**src/rtl/ddr_rd_data_check.sv**
```systemverilog
// Checks one monitored DDR read burst against an incrementing expected pattern,
// flagging byte-masked data mismatches, bad responses and rlast/length disagreements.
module ddr_rd_data_check (
  input  logic         clk,
  input  logic         rstn,
  input  logic         ddr_ready,
  input  logic         arvalid,
  input  logic         arready,
  input  logic [7:0]   arlen,
  input  logic [127:0] rdata,
  input  logic [1:0]   rresp,
  input  logic         rlast,
  input  logic         rvalid,
  output logic         rready,
  input  logic [127:0] exp_data,
  input  logic [15:0]  exp_strb,
  input  logic         clr,
  output logic         done,
  output logic         pass,
  output logic         fail,
  output logic         proto_err,
  output logic [7:0]   err_cnt,
  output logic [8:0]   beat_cnt
);

  typedef enum logic [1:0] {IDLE, RECV, DONE} state_t;

  state_t       state_q, state_d;
  logic [7:0]   len_q, len_d;
  logic         rready_q, rready_d;
  logic         fail_q, fail_d;
  logic         proto_q, proto_d;
  logic [7:0]   err_q, err_d;
  logic [8:0]   beat_q, beat_d;

  logic [127:0] exp_beat;
  logic [127:0] bmask;
  logic         beat_acc;
  logic         beat_bad;
  logic         at_len;

  // Beat k expects the low word of exp_data advanced by k (wrapping); upper bits fixed.
  always_comb begin
    exp_beat = {exp_data[127:32], exp_data[31:0] + {23'd0, beat_q}};
    bmask    = '0;
    for (int i = 0; i < 16; i++) bmask[8*i +: 8] = {8{exp_strb[i]}};
    beat_bad = (|((rdata ^ exp_beat) & bmask)) || (rresp != 2'b00);
    beat_acc = (state_q == RECV) && rvalid && rready_q;
    at_len   = (beat_q == {1'b0, len_q});
  end

  always_comb begin
    state_d = state_q;
    len_d   = len_q;
    fail_d  = fail_q;
    proto_d = proto_q;
    err_d   = err_q;
    beat_d  = beat_q;

    case (state_q)
      IDLE: begin
        if (arvalid && arready) begin
          len_d   = arlen;
          beat_d  = '0;
          state_d = RECV;
        end
      end
      RECV: begin
        if (beat_acc) begin
          beat_d = beat_q + 9'd1;
          if (beat_bad) begin
            fail_d = 1'b1;
            if (err_q != 8'hff) err_d = err_q + 8'd1;
          end
          // Burst ends on rlast or on the final expected beat; disagreement is a protocol error.
          if (rlast || at_len) begin
            state_d = DONE;
            if (rlast != at_len) begin
              proto_d = 1'b1;
              fail_d  = 1'b1;
            end
          end
        end
      end
      default: ;
    endcase

    if (clr || !ddr_ready) begin
      state_d = IDLE;
      fail_d  = 1'b0;
      proto_d = 1'b0;
      err_d   = '0;
      beat_d  = '0;
    end

    rready_d = (state_d == RECV);
  end

  always_ff @(posedge clk or negedge rstn) begin
    if (!rstn) begin
      state_q  <= IDLE;
      len_q    <= '0;
      rready_q <= 1'b0;
      fail_q   <= 1'b0;
      proto_q  <= 1'b0;
      err_q    <= '0;
      beat_q   <= '0;
    end else begin
      state_q  <= state_d;
      len_q    <= len_d;
      rready_q <= rready_d;
      fail_q   <= fail_d;
      proto_q  <= proto_d;
      err_q    <= err_d;
      beat_q   <= beat_d;
    end
  end

  assign rready    = rready_q;
  assign done      = (state_q == DONE);
  assign pass      = (state_q == DONE) && !fail_q;
  assign fail      = fail_q;
  assign proto_err = proto_q;
  assign err_cnt   = err_q;
  assign beat_cnt  = beat_q;

endmodule

```
**config.mk**
```make
export PLATFORM = sky130hd
export DESIGN_NAME = ddr_rd_data_check
export DESIGN_NICKNAME = d
export VERILOG_FILES = /design/src/rtl/ddr_rd_data_check.sv
export SDC_FILE = /design/constraint.sdc
export NUM_CORES = 1
export LEC_CHECK = 0
export CAP_MARGIN = 20
export CORE_AREA = 5 5 117 119
export DETAILED_ROUTE_END_ITERATION = 7
export DIE_AREA = 0 0 122 124
export GPL_ROUTABILITY_DRIVEN = 0
export GPL_TIMING_DRIVEN = 0
export MAX_ROUTING_LAYER = met4
export PLACE_DENSITY = 0.79
export SLEW_MARGIN = 40
export SYNTH_ARGS = -nofsm -noshare
export SYNTH_HDL_FRONTEND = slang
export SYNTH_SLANG_ARGS = --single-unit
```
**constraint.sdc**
```tcl
create_clock -name clk -period 3.94 [get_ports clk]
set_clock_uncertainty 0.1 [all_clocks]
set_input_delay 0.788 -clock clk [delete_from_list [all_inputs] [get_ports clk]]
set_output_delay 0.788 -clock clk [all_outputs]
set_load 0.05 [all_outputs]
```
==> summary.txt, run 1 <==
Clock network
  – CTS root buf: clkbuf_16
  – TritonCTS buffer count: 5
  – Sinks on Clock Net: 30
  – Max Root-Sink Buffers: 2
  – CTS clk-pin slew, worst paths: 50 ps
  – CTS tree: built
  – Post-cts hold buffer count: 0
  – Skew-Pair Late Insertion Delay: 280 ps
  – H-tree Lvls: 2

Detailed routing
  – WL per Instance: 19.8 µm
  – First drt pass iteration count: 5
  – Vias/cell: 5.23
  – # DRC: 0
  – Total Wirelength: 19,800 µm
  – Via count: 5,227
  – Antenna Nets Post-Route: 0
  – Initial drt markers: 334

Logic synthesis
  – Synth top area cells: xnor2_1 (27%), dfrtp_1 (18%), xor2_1 (6.0%), nand4_1 (5.4%), ha_1 (3.7%)
  – Cell taking the most area after synthesis: xnor2_1
  – Yosys cell types: 58
  – Synthesized flop and latch total: 30
  – Seq/Total Area, Yosys: 0.185
  – Yosys warns: 0
  – Synth Net Count: 785
  – Avg Inst Size Synth: 8.43 µm²
  – Most frequent cell after synthesis: xnor2_1
  – Post-Syn Area: 0.00406 mm²
  – Post-synth EDFFs: 0
  – Yosys top cell area share: 0.272
  – Top cells by count, synth: xnor2_1 (126), nand4_1 (35), dfrtp_1 (30), o21ai_0 (30), xor2_1 (28)
  – Syn Inst Count: 482
  – Post-synth top flop: dfrtp_1
  – Async SR Flop Fraction: 1.00

Timing
  – Post-route setup slack: -46.8 ps
  – Hold_ws: 427 ps
  – Worst-Margin Slew: 657 ps
  – Fmax: 251 MHz
  – Minimum clock period: 3990 ps
  – Final Cycle Share: 1.01
  – Final slew viol count: 0
  – Final setup violation count: 8
  – Setup_tns: -218 ps
  – RSZ-0062 raised after global routing: true
  – Worst slew margin: 0.562
  – Final Hold Viols: 0

Die
  – Die width: 122 µm
  – Site row count: 41
  – Chip Height: 124 µm
  – Initial cell density of the core: 0.326
  – Core Region: 0.0125 mm²
  – Ports: 312
  – Die area: 0.0151 mm²

Job
  – Reported max-cap violation count: 0

Critical path
  – Crit path max fanout: 7
  – CP endpoint kind: flop
  – Crit-path cells: clkdlybuf4s15_1 > inv_1 > fa_2 > nand2b_4 > a211oi_4 > buf_4 > o2111ai_4 > buf_6 > a2111oi_4 > o22ai_2 > o41a_1 > nor4_4 > buf_6 > buf_6 > or3_2 > a21oi_2
  – Stages on the worst setup path: 16
  – Crit path largest cell delay: 460 ps
  – CP arrival: 4030 ps
  – Crit Path Class: in -> reg
  – Top cell by count, worst path: buf_6
  – Required time worst endpoint: 3980 ps
  – Worst reg2reg startpoint: beat_cnt[0]
  – CP Buf/Inv Count: 6
  – Family with the most delay on the worst path: compound AO/OA/AOI/OAI gates
  – R2r worst-path depth: 16
  – Crit path from: exp_data[1]
  – CP Launch Type: input pin
  – CP max stage cell: o41a_1

Layout
  – Area delta synth->final: 99.8%
  – Post-route cell area: 0.00812 mm²
  – NumNets Final: 1,125
  – Count of non-filler cells in the finished layout: 999
  – Layout cell share with drive strength beyond 1: 0.125
  – Final core occ: 0.651

Hold path
  – Worst Hold Class: reg -> reg
  – Worst Hold Launch: len_q[0]
  – Hold Path Depth: 1

Global route
  – Met1 Use GR: 0.281
  – GRT Total Usage: 0.246
  – Largest net degree at the start of global routing: 31
  – Vias in the first global route: 5,460
  – Top Usage Layer GRT: met2
  – First-pass GRT wire length: 28,000 µm
  – Met3 Use GR: 0.0622
  – Initial antenna violation count: 3
  – Total gr overflow: 0
  – Met2 usage: 0.426

Pwr
  – Pwr dens: 171 mW/mm²
  – Peak supply drop: 0.000224 V
  – Lkg Pwr: 2.86 nW
  – Post-layout power: 1.39 mW

Placed design
  – Port bufs: 310
  – DP Area: 0.00738 mm²
  – Place WS: -903 ps
  – Dpl cells: 964
  – Detailed placement HPWL: 16,200 µm

Run status
  – Violated checks: negative setup slack
  – Status: finished, violations left
routing by layer:
layer | vias up | wire length, µm
met1 | 2399 | 7730
li1 | 2473 | -
met2 | 305 | 9600
met3 | 50 | 1810
met5 | - | 0
met4 | 0 | 678
worst reg2reg max path, stage by stage (launching register included):
cell and delay [ps]:
dfrtp_2 460, ha_4 170, inv_2 40, fa_2 410
nand2b_4 180, a211oi_4 300, buf_4 190, o2111ai_4 140
buf_6 180, a2111oi_4 360, o22ai_2 140, o41a_1 460
nor4_4 170, buf_6 170, buf_6 130, or3_2 120
a21oi_2 40
kinds of logic (layout without fill, tap and decap cells):
family          after synthesis  in the layout  share of synthesized area
compound gates              105            106                      0.185
simple gates                157            157                      0.216
fa+ha+maj                    13             13                     0.0419
buf+inv                      13            353                     0.0142
mux                          10             10                     0.0271
flops                        30             30                      0.185
xor+xnor                    154            154                      0.332
other cells                   0              4                          0
report_power, final:
part	total, mW	leakage, nW	internal [mW]	switching (mW)
combinational	0.614	2.39	0.401	0.213
clock	0.439	0.0761	0.297	0.142
sequential	0.334	0.399	0.323	0.0108
total	1.39	2.86	1.02	0.366
state kept, by name, indices dropped and copies added (netlist names):
signal,cells
len_q,8
state_q,2
err_cnt,8
beat_cnt,9
fail,1
proto_err,1
rready,1
layout make-up:
cell class,instances,area (µm²)
clock inverter,3,45.0
inverter,6,22.5
antenna,4,10.0
buffer,6,35.0
tap,172,215
multi-input combinational,440,3610
fill,995,4350
clock buffer,5,125
sequential,30,752
timing repair buffer,333,3300
worst paths after layout:
path	to	slack (ps)
setup / recovery	err_cnt[0]	-50
hold / removal	len_q[0]	430
setup reg to reg	err_cnt[0]	50
hold reg to reg	len_q[0]	430
max in group asynchronous	beat_cnt[0]	2840
min in group asynchronous	err_cnt[0]	440
cells in the final DEF, fill, tap and decap left out, drive strengths merged, types with 7 or more instances in the layout:
master,synthesis,routed
clkdlybuf4s50,0,300
nand4,35,35
a211oi,7,7
nor3,7,7
o211ai,7,7
nand3,14,14
o21ai,32,33
a21oi,17,17
ha,12,12
xor2,28,28
mux2,8,8
nand2,28,28
nor2b,7,7
dlymetal6s2s,0,7
nor2,28,28
xnor2,126,126
dfrtp,30,30
and3,9,9
buf,2,27
clkbuf,5,9
what timing repair did:
action                                  CTS  global route
endpoints found under the setup margin    9             9
pin swaps                                13            23
setup buffers                             9            13
resized for setup                        38            40
cloned                                    2             0
Note: power is estimated with default switching activity, not from simulation.
==> run 2, diff against run 1 <==
SLEW_MARGIN = 5   (was 40)
==> run 2 against run 1 <==
- the run now ends clean
- design area about the same
- routed wire length down 1.0%
- clock power down 3%
- non-clock buffer count up 2
- maximum frequency up 2.3%
- critical path type unchanged
- largest cell class unchanged
==> summary.txt, run 2 (synthesis gave the netlist of run 1 again) <==
Detailed routing
  – First drt pass iteration count: 5
  – Vias/cell: 5.24
  – Total Wirelength: 19,600 µm
  – Antenna Nets Post-Route: 0
  – WL per Instance: 19.6 µm
  – # DRC: 0
  – Initial drt markers: 265
  – Via count: 5,237

Clock network
  – CTS tree: built
  – Post-cts hold buffer count: 0
  – H-tree Lvls: 2
  – Sinks on Clock Net: 30
  – Skew-Pair Late Insertion Delay: 270 ps
  – Max Root-Sink Buffers: 2
  – CTS root buf: clkbuf_16
  – TritonCTS buffer count: 5
  – CTS clk-pin slew, worst paths: 50 ps

Layout
  – Area delta synth->final: 99.8%
  – Fillcell total: 975
  – Commonest non-fill, non-tap cell in the layout: clkdlybuf4s50_1
  – Final core occ: 0.652
  – Post-route cell area: 0.00812 mm²
  – Most frequent cells in the layout: clkdlybuf4s50_1 (302), xnor2_1 (126), nand4_1 (35), dfrtp_1 (30), o21ai_0 (29)
  – Number of flip-flops in the largest register: 9
  – NumNets Final: 1,127
  – Layout cell share with drive strength beyond 1: 0.122
  – Count of non-filler cells in the finished layout: 1,000

Job
  – Reported max-cap violation count: 0

Timing
  – Worst-Margin Slew: 849 ps
  – Final Hold Viols: 0
  – Final Cycle Share: 0.989
  – Fmax: 257 MHz
  – Final slew viol count: 0
  – Minimum clock period: 3900 ps
  – Setup_tns: 0 ps
  – Worst slew margin: 0.429
  – Final setup violation count: 0

Global route
  – Total gr overflow: 0
  – Top Usage Layer GRT: met2
  – Initial antenna violation count: 3
  – Largest net degree at the start of global routing: 17
  – Vias in the first global route: 5,317
  – Met2 usage: 0.420
  – First-pass GRT wire length: 27,800 µm
  – Met3 Use GR: 0.0568
  – Met1 Use GR: 0.282
  – GRT Total Usage: 0.242

Critical path
  – R2r worst-path depth: 13
  – Required time worst endpoint: 4040 ps
  – Worst reg2reg startpoint: beat_cnt[0]
  – RR Endpoint: err_cnt[4]
  – R2r setup slk: 130 ps
  – CP endpoint kind: flop
  – CP arrival: 3990 ps
  – Crit Path Class: in -> reg
  – Crit path max fanout: 7
  – CP Launch Type: input pin

Die
  – Chip Height: 124 µm
  – Initial cell density of the core: 0.326
  – Die area: 0.0151 mm²
  – Ports: 312
  – Die width: 122 µm
  – Core Region: 0.0125 mm²
  – Site row count: 41

Placed design
  – Port bufs: 310
  – Detailed placement HPWL: 16,200 µm
  – DP Area: 0.00740 mm²
  – Dpl cells: 966

Hold path
  – Endpoint, Worst Hold: len_q[0]
  – Worst Hold Class: reg -> reg
  – Hold Path Depth: 1
  – Worst Hold Launch: len_q[0]

Pwr
  – Sw Ratio: 0.257
  – Lkg Pwr: 2.87 nW
  – Psw: 0.354 mW
  – Pint: 1.02 mW
  – Peak supply drop: 0.000264 V
  – Gate power share: 0.449
  – Clock power frac: 0.308
  – Flop pwr share: 0.243
  – Pwr dens: 170 mW/mm²

Run status
  – Status: finished, final reports clean
[run 2: cell count changes in the layout (fill, tap and decap cells not counted), sizes merged]
cell | previous run | this run
clkinvlp | 2 | 0
diode | 4 | 3
clkinv | 0 | 2
dlymetal6s2s | 7 | 6
clkdlybuf4s50 | 300 | 302
clkbuf | 9 | 10
[run 2: area by class of cell]
cell class,count,area [µm²],share of cell area
clock buffers,5,125,0.0154
inverters,6,22.5,0.00277
diodes,3,7.51,0.000924
repair buffers,335,3310,0.407
flip-flops and latches,30,751,0.0924
plain buffers,6,35.0,0.00431
well taps,172,215,0.0265
multi-input cells,440,3620,0.445
clock inverters,3,40.0,0.00493
[run 2: routing by layer]
metal	wire, µm	vias up
li1	-	2472
met1	7720	2449
met2	9650	280
met3	1680	36
met4	569	0
met5	0	-
[run 2: worst max-delay path, stage by stage]
cell and delay, ps:
clkdlybuf4s15_1 220, inv_1 80, fa_2 410, nand2b_4 180
a211oi_4 350, o21ai_2 150, and3_1 160, a311o_1 350
a41oi_4 290, nor4_4 90, buf_6 140, or4_2 650
a21oi_2 130
[run 2: per-stage QoR]
stage                     hold WS, ps  worst slack [ps]  power (mW)
after global placement            412              -770       0.909
final                             428              44.1        1.38
after global routing              459             -27.7        1.44
after CTS                         430              4.06        1.36
after floorplan                   392              96.3       0.554
after detailed placement          418              -908       0.925
[run 2: power by group through the flow]
stage	Clock, mW	Sequential (mW)	Combinational [mW]
finish	0.424	0.334	0.619
global placement	0	0.338	0.571
floorplan	0	0.337	0.217
CTS	0.430	0.334	0.598
global route	0.445	0.335	0.660
detailed placement	0	0.339	0.586
[run 2: repair_timing]
action / CTS / global route
gates resized for setup: 38 / 36
buffers inserted: 7 / 15
setup endpoints to repair: 9 / 9
pin swaps: 12 / 28
cloned: 2 / 0
[run 2: how the worst max path moves through the flow]
stage | slack [ps] | from | end
3_5_place_dp | -910 | exp_data[0] | err_cnt[0]
2_1_floorplan | 100 | beat_cnt[0] | err_cnt[3]
4_1_cts | 4 | exp_data[2] | err_cnt[4]
3_3_place_gp | -770 | exp_data[0] | err_cnt[0]
5_1_grt | -30 | exp_data[2] | err_cnt[4]
6_report | 40 | exp_data[1] | err_cnt[4]
